`config.mk`:
```
export PLATFORM = sky130hd
export DESIGN_NAME = paddle_ai
export DESIGN_NICKNAME = d
export VERILOG_FILES = /design/src/rtl/pong_pkg.sv /design/src/rtl/rate_divider.sv /design/src/rtl/paddle_ai.sv
export SDC_FILE = /design/constraint.sdc
export NUM_CORES = 1
export LEC_CHECK = 0
export ABC_AREA = 0
export BUFFER_PORTS_ARGS = -buffer_cell sky130_fd_sc_hd__buf_2
export CAP_MARGIN = 20
export CORE_MARGIN = 4
export CORE_UTILIZATION = 45
export CTS_CLUSTER_DIAMETER = 50
export DETAILED_ROUTE_END_ITERATION = 10
export GPL_ROUTABILITY_DRIVEN = 1
export PLACE_DENSITY = 0.7
export REMOVE_ABC_BUFFERS = 1
export SLEW_MARGIN = 15
export SYNTH_ARGS = -nofsm -noshare
export SYNTH_HDL_FRONTEND = slang
export SYNTH_HIERARCHICAL = 1
export SYNTH_SLANG_ARGS = --single-unit
```
`constraint.sdc`:
```
create_clock -name clock -period 3.7 [get_ports clock]
set_input_delay 0.37 -clock clock [delete_from_list [all_inputs] [get_ports clock]]
set_output_delay 0.37 -clock clock [all_outputs]
set_load 0.005 [all_outputs]
```
`src/rtl/pong_pkg.sv`:
```
// Shared types and default playfield geometry for the pong paddle logic.
package pong_pkg;

    // Paddle AI behaviour states; encoding 3 is never produced.
    typedef enum logic [1:0] {
        ST_IDLE   = 2'd0,
        ST_TRACK  = 2'd1,
        ST_RETURN = 2'd2
    } state_e;

    localparam int MAX_V_DEF  = 240;
    localparam int MIN_V_DEF  = 0;
    localparam int HEIGTH_DEF = 20;

    // Behaviour is chosen purely from the current inputs each clock.
    function automatic state_e next_state(input logic enable, input logic approaching);
        if (!enable) begin
            return ST_IDLE;
        end else if (approaching) begin
            return ST_TRACK;
        end
        return ST_RETURN;
    endfunction

endpackage

```
`src/rtl/rate_divider.sv`:
```
// Decision-rate counter: counts 0..REACT_CYCLES-1, wraps, and can be held at 0.
module rate_divider #(
    parameter int REACT_CYCLES = 4
) (
    input  logic clock,
    input  logic reset,
    input  logic clear,
    output logic tick
);

    localparam int CW = $clog2(REACT_CYCLES);
    localparam logic [CW-1:0] LAST = CW'(REACT_CYCLES - 1);

    logic [CW-1:0] count_q;
    logic [CW-1:0] count_d;

    // Next count: hold at zero while cleared, otherwise wrap at LAST.
    always_comb begin
        count_d = count_q;
        if (clear) begin
            count_d = '0;
        end else if (count_q == LAST) begin
            count_d = '0;
        end else begin
            count_d = count_q + CW'(1);
        end
    end

    // Counter register with asynchronous active-low reset.
    always_ff @(posedge clock or negedge reset) begin
        if (!reset) begin
            count_q <= '0;
        end else begin
            count_q <= count_d;
        end
    end

    assign tick = (count_q == LAST);

endmodule

```
`src/rtl/paddle_ai.sv`:
```
// Computer-controlled paddle: follows the ball while it approaches, otherwise
// drifts back to the home position, issuing at most one move per decision period.
module paddle_ai
    import pong_pkg::*;
#(
    parameter int HEIGTH       = HEIGTH_DEF,
    parameter int MAX_V        = MAX_V_DEF,
    parameter int MIN_V        = MIN_V_DEF,
    parameter int START_V      = (MAX_V - MIN_V) / 2,
    parameter int REACT_CYCLES = 4,
    parameter int DEADBAND     = 2
) (
    input  logic       clock,
    input  logic       reset,
    input  logic       enable,
    input  logic       approaching,
    input  logic [8:0] ball_y,
    input  logic [8:0] paddle_y,
    output logic       up,
    output logic       down,
    output logic [1:0] state
);

    localparam logic [9:0]        HALF_H  = 10'(HEIGTH / 2);
    localparam logic [9:0]        HEIGHT10 = 10'(HEIGTH);
    localparam logic [9:0]        MAX_V10 = 10'(MAX_V);
    localparam logic [9:0]        MIN_V10 = 10'(MIN_V);
    localparam logic [9:0]        HOME_V  = 10'(START_V);
    localparam logic signed [10:0] DB_POS = 11'(DEADBAND);
    localparam logic signed [10:0] DB_NEG = -DB_POS;

    state_e state_q;
    state_e state_d;
    logic   up_q;
    logic   up_d;
    logic   down_q;
    logic   down_d;

    logic              clear;
    logic              div_tick;
    logic              decide;
    logic [9:0]        target;
    logic [9:0]        centre;
    logic [9:0]        top;
    logic signed [10:0] err;

    rate_divider #(
        .REACT_CYCLES(REACT_CYCLES)
    ) u_rate_divider (
        .clock(clock),
        .reset(reset),
        .clear(clear),
        .tick (div_tick)
    );

    // Next state, move decision and registered move requests.
    always_comb begin
        state_d = next_state(enable, approaching);
        clear   = (state_q == ST_IDLE) || (state_d != state_q);
        // A decision only counts in an active state, and never once enable has dropped.
        decide  = div_tick && enable && ((state_q == ST_TRACK) || (state_q == ST_RETURN));

        case (state_q)
            ST_TRACK:  target = {1'b0, ball_y};
            ST_RETURN: target = HOME_V;
            default:   target = HOME_V;
        endcase

        centre = {1'b0, paddle_y} + HALF_H;
        top    = {1'b0, paddle_y} + HEIGHT10;
        err    = $signed({1'b0, target}) - $signed({1'b0, centre});

        // Opposite error signs keep up and down mutually exclusive.
        up_d   = decide && (err > DB_POS) && (top < MAX_V10);
        down_d = decide && (err < DB_NEG) && ({1'b0, paddle_y} > MIN_V10);
    end

    // State and output registers, cleared immediately by reset.
    always_ff @(posedge clock or negedge reset) begin
        if (!reset) begin
            state_q <= ST_IDLE;
            up_q    <= 1'b0;
            down_q  <= 1'b0;
        end else begin
            state_q <= state_d;
            up_q    <= up_d;
            down_q  <= down_d;
        end
    end

    assign up    = up_q;
    assign down  = down_q;
    assign state = state_q;

endmodule

```
After elaboration in Yosys (flattened, before gate mapping). Index checks and enable logic that the tools add are counted.

Register bits: 6. Output and inout bits: 4. Bits of input ports: 22. Word-level logic and storage cells: 33.

Magnitude comparators: 4. Reductions and logical operators: 9. Add/sub/neg operators: 4. Mux-type cells: 8. Equal/unequal tests: 4.

Operators with widths (number): $gt A11 B3 Y1 const B (1); $lt A11 B2 Y1 const B (1); $sub A10 B10 Y11 (1); $add A9 B4 Y10 const B (1); $add A9 B5 Y10 const B (1); $lt A10 B8 Y1 const B (1); $mux W2 (5); $gt A9 B1 Y1 const B (1); $mux W9 (1); $logic_and A1 B1 Y1 (6); $eq A2 B2 Y1 const B (2); $add A2 B1 Y2 const B (1); $eq A2 B1 Y1 const B (1); $logic_not A2 Y1 (1); $logic_or A1 B1 Y1 (2); $mux W1 (2); $ne A2 B2 Y1 (1).

Longest topological paths before layout. Gate-level depths: netlist of run 1.

Word-level depth: 6. Depth in mapped cells: 15. Depth with buffers taken out: 14.

Hierarchy. The synthesis of run 1 kept the hierarchy.

Modules (own cells, without submodules): paddle_ai (sequential area each 100.1 sq um, times used 1, cells each 114, area an instance 893.4 sq um); rate_divider (sequential area each 50.0 sq um, times used 1, cells each 5, area an instance 78.8 sq um).

Worst setup path after synthesis of run 1. OpenSTA, ideal clock, no wires.

Path type: flip-flop to flip-flop. Start: register state_q[1], in the netlist state[1]. End: register down_q, in the netlist down. Arrival: 2.692 ns. Slack: 0.874 ns. Stages on the path, launching flop included: 15. Path through: dfrtp_1 -> inv_2 -> ha_1 -> clkbuf_1 -> nand2_1 -> ha_1 -> inv_1 -> ha_1 -> inv_1 -> fa_1 -> nor2b_1 -> o211ai_1 -> o311ai_0 -> o2111a_1 -> nor3_2.

Longest elaborated chain between the ends: 6.

Ends and longest elaborated chain: start, declared (RTL line paddle_ai.sv:32) `state_e state_q;`; start signal, assigned (RTL line paddle_ai.sv:85) `state_q <= state_d;`; $eq A2 B1 Y1 (RTL line paddle_ai.sv:61, paddle_ai.sv:63); $mux W9 (RTL line paddle_ai.sv:63) `case (state_q)`; $sub A10 B10 Y11 (RTL line paddle_ai.sv:71) `err = $signed({1'b0, target}) - $signed({1'b0, centre});`; $lt A11 B2 Y1 (RTL line paddle_ai.sv:75) `down_d = decide && (err < DB_NEG) && ({1'b0, paddle_y} > MIN_V10);`; $logic_and A1 B1 Y1 (*) (2 in series) (RTL line paddle_ai.sv:75); via down_d (RTL line paddle_ai.sv:37) `logic down_d;`; end signal, assigned (RTL line paddle_ai.sv:87) `down_q <= down_d;`; end, declared (RTL line paddle_ai.sv:36) `logic down_q;`.

The timed path passes the listed nets; every way through them passes the cells marked *.

Final worst setup path of run 1. Ends and elaborated chain as after synthesis.

==> impl_metrics.toml, run 1 <==
[outcome]
status = "completed"

[grt]
antenna_found_initial = 0
grt_max_degree = 10
grtUsageTotal_pct = 15.2
overflow = 0
grt_pass1_wl_mm = 3.30
grt_pass1_vias = 826

[power_and_ir_drop]
power.leakage_nw = 0.610
total_power_mw = 0.270
peakVddDrop_mv = 0.127
p_switching_mw = 0.0988
power.share.clock_pct = 21.0
power_density_nw_per_um2 = 233
intPower_mw = 0.171
combPwrFrac_pct = 53.1
power_frac_seq_pct = 25.9
switching_share_pct = 36.6

[cts]
cts_buffers = 3
clk_pin_slew_worst_paths_ns = 0.04
clock_sinks = 6
insertion_delay_ns = 0.24
clk_root_buffer_cell = "clkbuf_4"
cts_resized = 0
cts_tree = "done"
htree_levels = 1
cts_buffer_depth = 2
post_cts_buffers = 0

[critical_path]
cp.arrival_ns = 3.17
reg2reg_to = "down"
end_kind = "register"
startpoint = "state[1]"
cp_data_required_time_ns = 3.80
path_class = "reg -> reg"
worstPathMaxFanout = 9
r2r_setup_slack_ns = 0.63
worst_r2r_path_depth = 13
crit_end = "down"
cp-start-kind = "register"
r2r-start = "state[1]"

[synth]
syn_avg_cell_area_um2 = 8.17
ys_top_cells_by_area = "ha_1 26%, dfrtp_1 15%, inv_1 7.3%"
syn_area_um2 = 972
ys_ff_latch = 6
ys_seq_area_share_pct = 15.4
synth_top_area_cell = "ha_1"
ys.flop_type = "dfrtp_1"
synth_edf_count = 0
synth_top_area_share_pct = 25.7
ys_types = 43
synthArstFlopShare_pct = 100
syn_inst = 119
yosysWarningCount = 6

[sta]
rsz0062_at_grt = "no"
hold_ws_ns = 0.323
finalSetupTns_ns = 0
worstMarginPinSlew_ns = 0.460
drv_slew = 0
hold_violations = 0
skew_ns = 0.00490
layout_setup_ws_ns = 0.634
slew_headroom_pct = 68.9
period_share_pct = 82.9
fmax_ghz = 0.326
fin_crit_ns = 3.07
finalSetupViolations = 0

[die]
core_um2 = 2000
row_count = 16
start_util_pct = 48.6
die_w_um = 54.5
num_io_pins = 26
dieArea_um2 = 2970
die_h_um = 54.5

[cells_and_area]
syn_to_final_growth_pct = 19.3
fin_nets = 192
layout-drive-gt1-share_pct = 23.1
final_common_cell = "buf_2"
instances_no_fill = 174
antenna_cells = 0
layout_common_cells = "25 x buf_2, 20 x ha_1, 19 x inv_1, 9 x nand2_1"
fillCellCount = 201

[placed_design]
pre_cts_ws_ns = 0.664
place_inst = 170
place_hpwl_mm = 1.87
routabilityCongestion = 0.817
port-buffer-count = 25

[route]
num_vias = 910
wl_mm = 2.06
drt_pass1_iterations = 4
wire_per_inst_um = 11.8
post_drt_via_cell_ratio = 5.23
drtIter0Drc = 11
route.detailed.drc = 0
ant_nets = 0

[run]
drv_cap = 0

[min_path]
hold_class = "in -> reg"
==> routing by layer <==
layer | global-route usage [%] | wire length, um | vias up
met3 | 1.09 | 71 | 0
met4 | 6.22 | 0 | 0
met1 | 17.5 | 866 | 413
met2 | 28.5 | 1120 | 16
met5 | 0 | 0 | -
li1 | - | - | 481
==> worst min-delay path by stage <==
| stage | start | endpoint | slack, ns | depth (start not counted) |
|---|---|---|---|---|
| floorplan | reset | down | 0.07 | 0 |
| global placement | reset | u_rate_divider/count_q[0] | 0.20 | 1 |
| detailed placement | reset | u_rate_divider/count_q[1] | 0.20 | 1 |
| CTS | approaching | state[1] | 0.31 | 2 |
| global route | approaching | state[1] | 0.34 | 2 |
| finish | approaching | state[1] | 0.32 | 2 |
==> worst max-delay path, stage by stage (launching register included) <==
cell and delay, ns:
dfrtp_1 0.40, inv_2 0.08, ha_1 0.34, nand2_1 0.10
ha_1 0.29, inv_1 0.06, ha_1 0.16, inv_1 0.05
fa_1 0.39, nor2b_1 0.17, o211ai_1 0.14, o311ai_0 0.43
o2111a_1 0.28, nor3_2 0.04
==> sequential cells by signal (all words and copies together), names as in the netlist <==
register	flops
u_rate_divider/count_q	2
up	1
down	1
state	2
==> cells by family after synthesis <==
kind of cell,share of synthesized area (%)
simple gates,25.9
compound gates,17.4
buf+inv,8.11
fa+ha+maj,27.8
flops,15.4
xor+xnor,5.41
==> cells in the mapped netlist, drive strengths merged, types with 2 or more instances <==
cell,count
a21o,2
a21oi,4
a31oi,3
and3,2
dfrtp,6
ha,20
inv,20
nand2,9
nand2b,3
nand3,2
nor2,3
nor2b,6
nor3,5
nor3b,2
nor4,2
o21ai,2
or2,3
xnor2,4
xor2,2
==> per-stage QoR <==
step | area [um^2] | utilization, %
after floorplan | 968 | -
after global placement | 1130 | 56.3
after detailed placement | 1130 | 56.3
after CTS | 1160 | 57.9
after global routing | 1160 | 57.9
final | 1160 | 57.9
==> power by group through the flow <==
stage               Sequential [mW]  Clock (mW)  Combinational, mW
floorplan                    0.0709           0              0.105
global placement             0.0707           0              0.139
detailed placement           0.0710           0              0.143
CTS                          0.0701      0.0595              0.145
global route                 0.0704      0.0631              0.164
finish                       0.0701      0.0566              0.143
==> repair_timing <==
action                                  in CTS  in global routing
endpoints found under the setup margin       0                  0
hold buffers                                 1                  0
endpoints found under the hold margin        6                  0
==> final cells by class <==
type	count	area, um^2	share of cell area (%)
clock buffers	3	22.5	1.94
inverters	20	75.1	6.47
multi-input cells	92	743	64.1
flip-flops and latches	6	150	12.9
well taps	27	33.8	2.91
repair buffers	26	135	11.7
No activity file was read; power rests on OpenSTA's default activity.
==> run 2, diff against run 1 <==
==> constraint.sdc (replaced) <==
create_clock -name clock -period 3.2 [get_ports clock]
set_input_delay 0.32 -clock clock [delete_from_list [all_inputs] [get_ports clock]]
set_output_delay 0.32 -clock clock [all_outputs]
set_load 0.005 [all_outputs]
==> run 2 against run 1 <==
Effect of this change:
- cell count unchanged
- clock skew unchanged
- power up 16%
- global-route usage unchanged
- setup slack worse by 0.40 ns
- non-clock buffer count unchanged
- hold slack worse by 0.050 ns
- register-to-register slack worse by 0.40 ns
- combinational power up 17%
- largest cell class unchanged
- sequential power up 16%
==> impl_metrics.toml, run 2 (synthesis results as in run 1) <==
[critical_path]
r2r-start = "state[1]"
crit_top_cell = "ha_1"
worst_r2r_path_depth = 14
path_class = "reg -> reg"
reg2reg_to = "down"
critical_path.cell_chain = "inv_2 > ha_1 > nand2_1 > ha_1 > inv_1 > ha_1 > inv_1 > fa_1 > nor2b_1 > o211ai_1 > a31oi_1 > xnor2_1 > o2111a_1 > nor3_2"
cpMaxStageDelayCell = "dfrtp_1"
end_kind = "register"
slowest_delay_ns = 0.40
crit_end = "down"
startpoint = "state[1]"
cp-start-kind = "register"
cp.arrival_ns = 3.07
r2r_setup_slack_ns = 0.24
worstPathMaxFanout = 9
cp_data_required_time_ns = 3.30

[cells_and_area]
antenna_cells = 0
final_core_util_pct = 57.9
final_common_cell = "buf_2"
final_cell_area_um2 = 1160
fin_nets = 192
layout_common_cells = "25 x buf_2, 20 x ha_1, 19 x inv_1, 9 x nand2_1"
layout-drive-gt1-share_pct = 23.1
syn_to_final_growth_pct = 19.3

[die]
row_count = 16
start_util_pct = 48.6
num_io_pins = 26
die_h_um = 54.5
core_um2 = 2000
dieArea_um2 = 2970
die_w_um = 54.5

[power_and_ir_drop]
switching_share_pct = 36.6
power_frac_seq_pct = 25.9
power.leakage_nw = 0.611
power_density_nw_per_um2 = 270
combPwrFrac_pct = 53.2
peakVddDrop_mv = 0.147
power.share.clock_pct = 20.9
total_power_mw = 0.313
p_switching_mw = 0.115
intPower_mw = 0.198

[sta]
rsz0062_at_grt = "no"
finalSetupTns_ns = 0
fin_crit_ns = 2.96
period_share_pct = 92.6
worstMarginPinSlew_ns = 0.406
skew_ns = 0.00490
hold_violations = 0
slew_headroom_pct = 72.6
drv_slew = 0
finalSetupViolations = 0
fmax_ghz = 0.337

[placed_design]
placed_cell_area_um2 = 1130
port-buffer-count = 25
place_hpwl_mm = 1.87
routabilityCongestion = 0.817

[cts]
cts_tree = "done"
cts_buffers = 3
insertion_delay_ns = 0.24
clk_root_buffer_cell = "clkbuf_4"
cts_buffer_depth = 2
htree_levels = 1
clock_sinks = 6
clk_pin_slew_worst_paths_ns = 0.04

[route]
post_drt_via_cell_ratio = 5.23
route.detailed.drc = 0
wire_per_inst_um = 11.8
wl_mm = 2.06
drtIter0Drc = 11
num_vias = 910
ant_nets = 0
drt_pass1_iterations = 4

[min_path]
hold_class = "in -> reg"

[outcome]
status = "completed"

[grt]
grt_pass1_wl_mm = 3.30
grt_max_degree = 10
antenna_found_initial = 0
grt_pass1_vias = 826
grtUsageTotal_pct = 15.2
overflow = 0

[run]
drv_cap = 0
## run 2: area by class of cell
cell class	instances	area [um^2]
timing repair buffer	26	135
sequential	6	150
inverter	20	75.1
multi-input combinational	92	743
tap	27	33.8
fill	201	842
clock buffer	3	22.5
## run 2: power by group through the flow
| stage | Combinational [mW] | Sequential, mW | Clock [mW] |
|---|---|---|---|
| finish | 0.167 | 0.0810 | 0.0655 |
| CTS | 0.168 | 0.0810 | 0.0688 |
| floorplan | 0.121 | 0.0820 | 0 |
| global placement | 0.161 | 0.0818 | 0 |
| global route | 0.191 | 0.0814 | 0.0730 |
| detailed placement | 0.166 | 0.0821 | 0 |
## run 2: worst min path at each step
stage	cells after the start	endpoint	from	slack, ns
global placement	1	u_rate_divider/count_q[0]	reset	0.15
CTS	2	state[1]	approaching	0.26
floorplan	0	down	reset	0.02
finish	2	state[1]	approaching	0.27
detailed placement	1	u_rate_divider/count_q[1]	reset	0.15
global route	2	state[1]	approaching	0.29
## run 2: what timing repair did
item | in CTS | in global routing
endpoints found under the hold margin | 6 | 0
hold buffers | 1 | 0
buffers inserted | 0 | 0
endpoints found under the setup margin | 0 | 2
gates resized for setup | 0 | 1
## run 2: metal layers
layer	global-route usage [%]	routed length (um)
met5	0	0
met3	1.09	71
met2	28.5	1120
met4	6.22	0
met1	17.5	866
## run 2: critical path: cells and delay by family (launching register included)
family	cells	cell delay [ns]
buffers and inverters	3	0.19
adders and majority gates	4	1.18
AOI/OAI and AO/OA	3	0.57
DFF	1	0.40
and+or+nand+nor	3	0.31
xor gates and xnor gates	1	0.17
## run 2: per-stage QoR
stage,std cells,hold WS [ns],setup slack [ns]
after detailed placement,170,0.151,0.164
final,174,0.273,0.237
after global routing,174,0.287,0.0168
after global placement,170,0.146,0.257
after CTS,174,0.264,0.130
after floorplan,118,0.0244,0.470
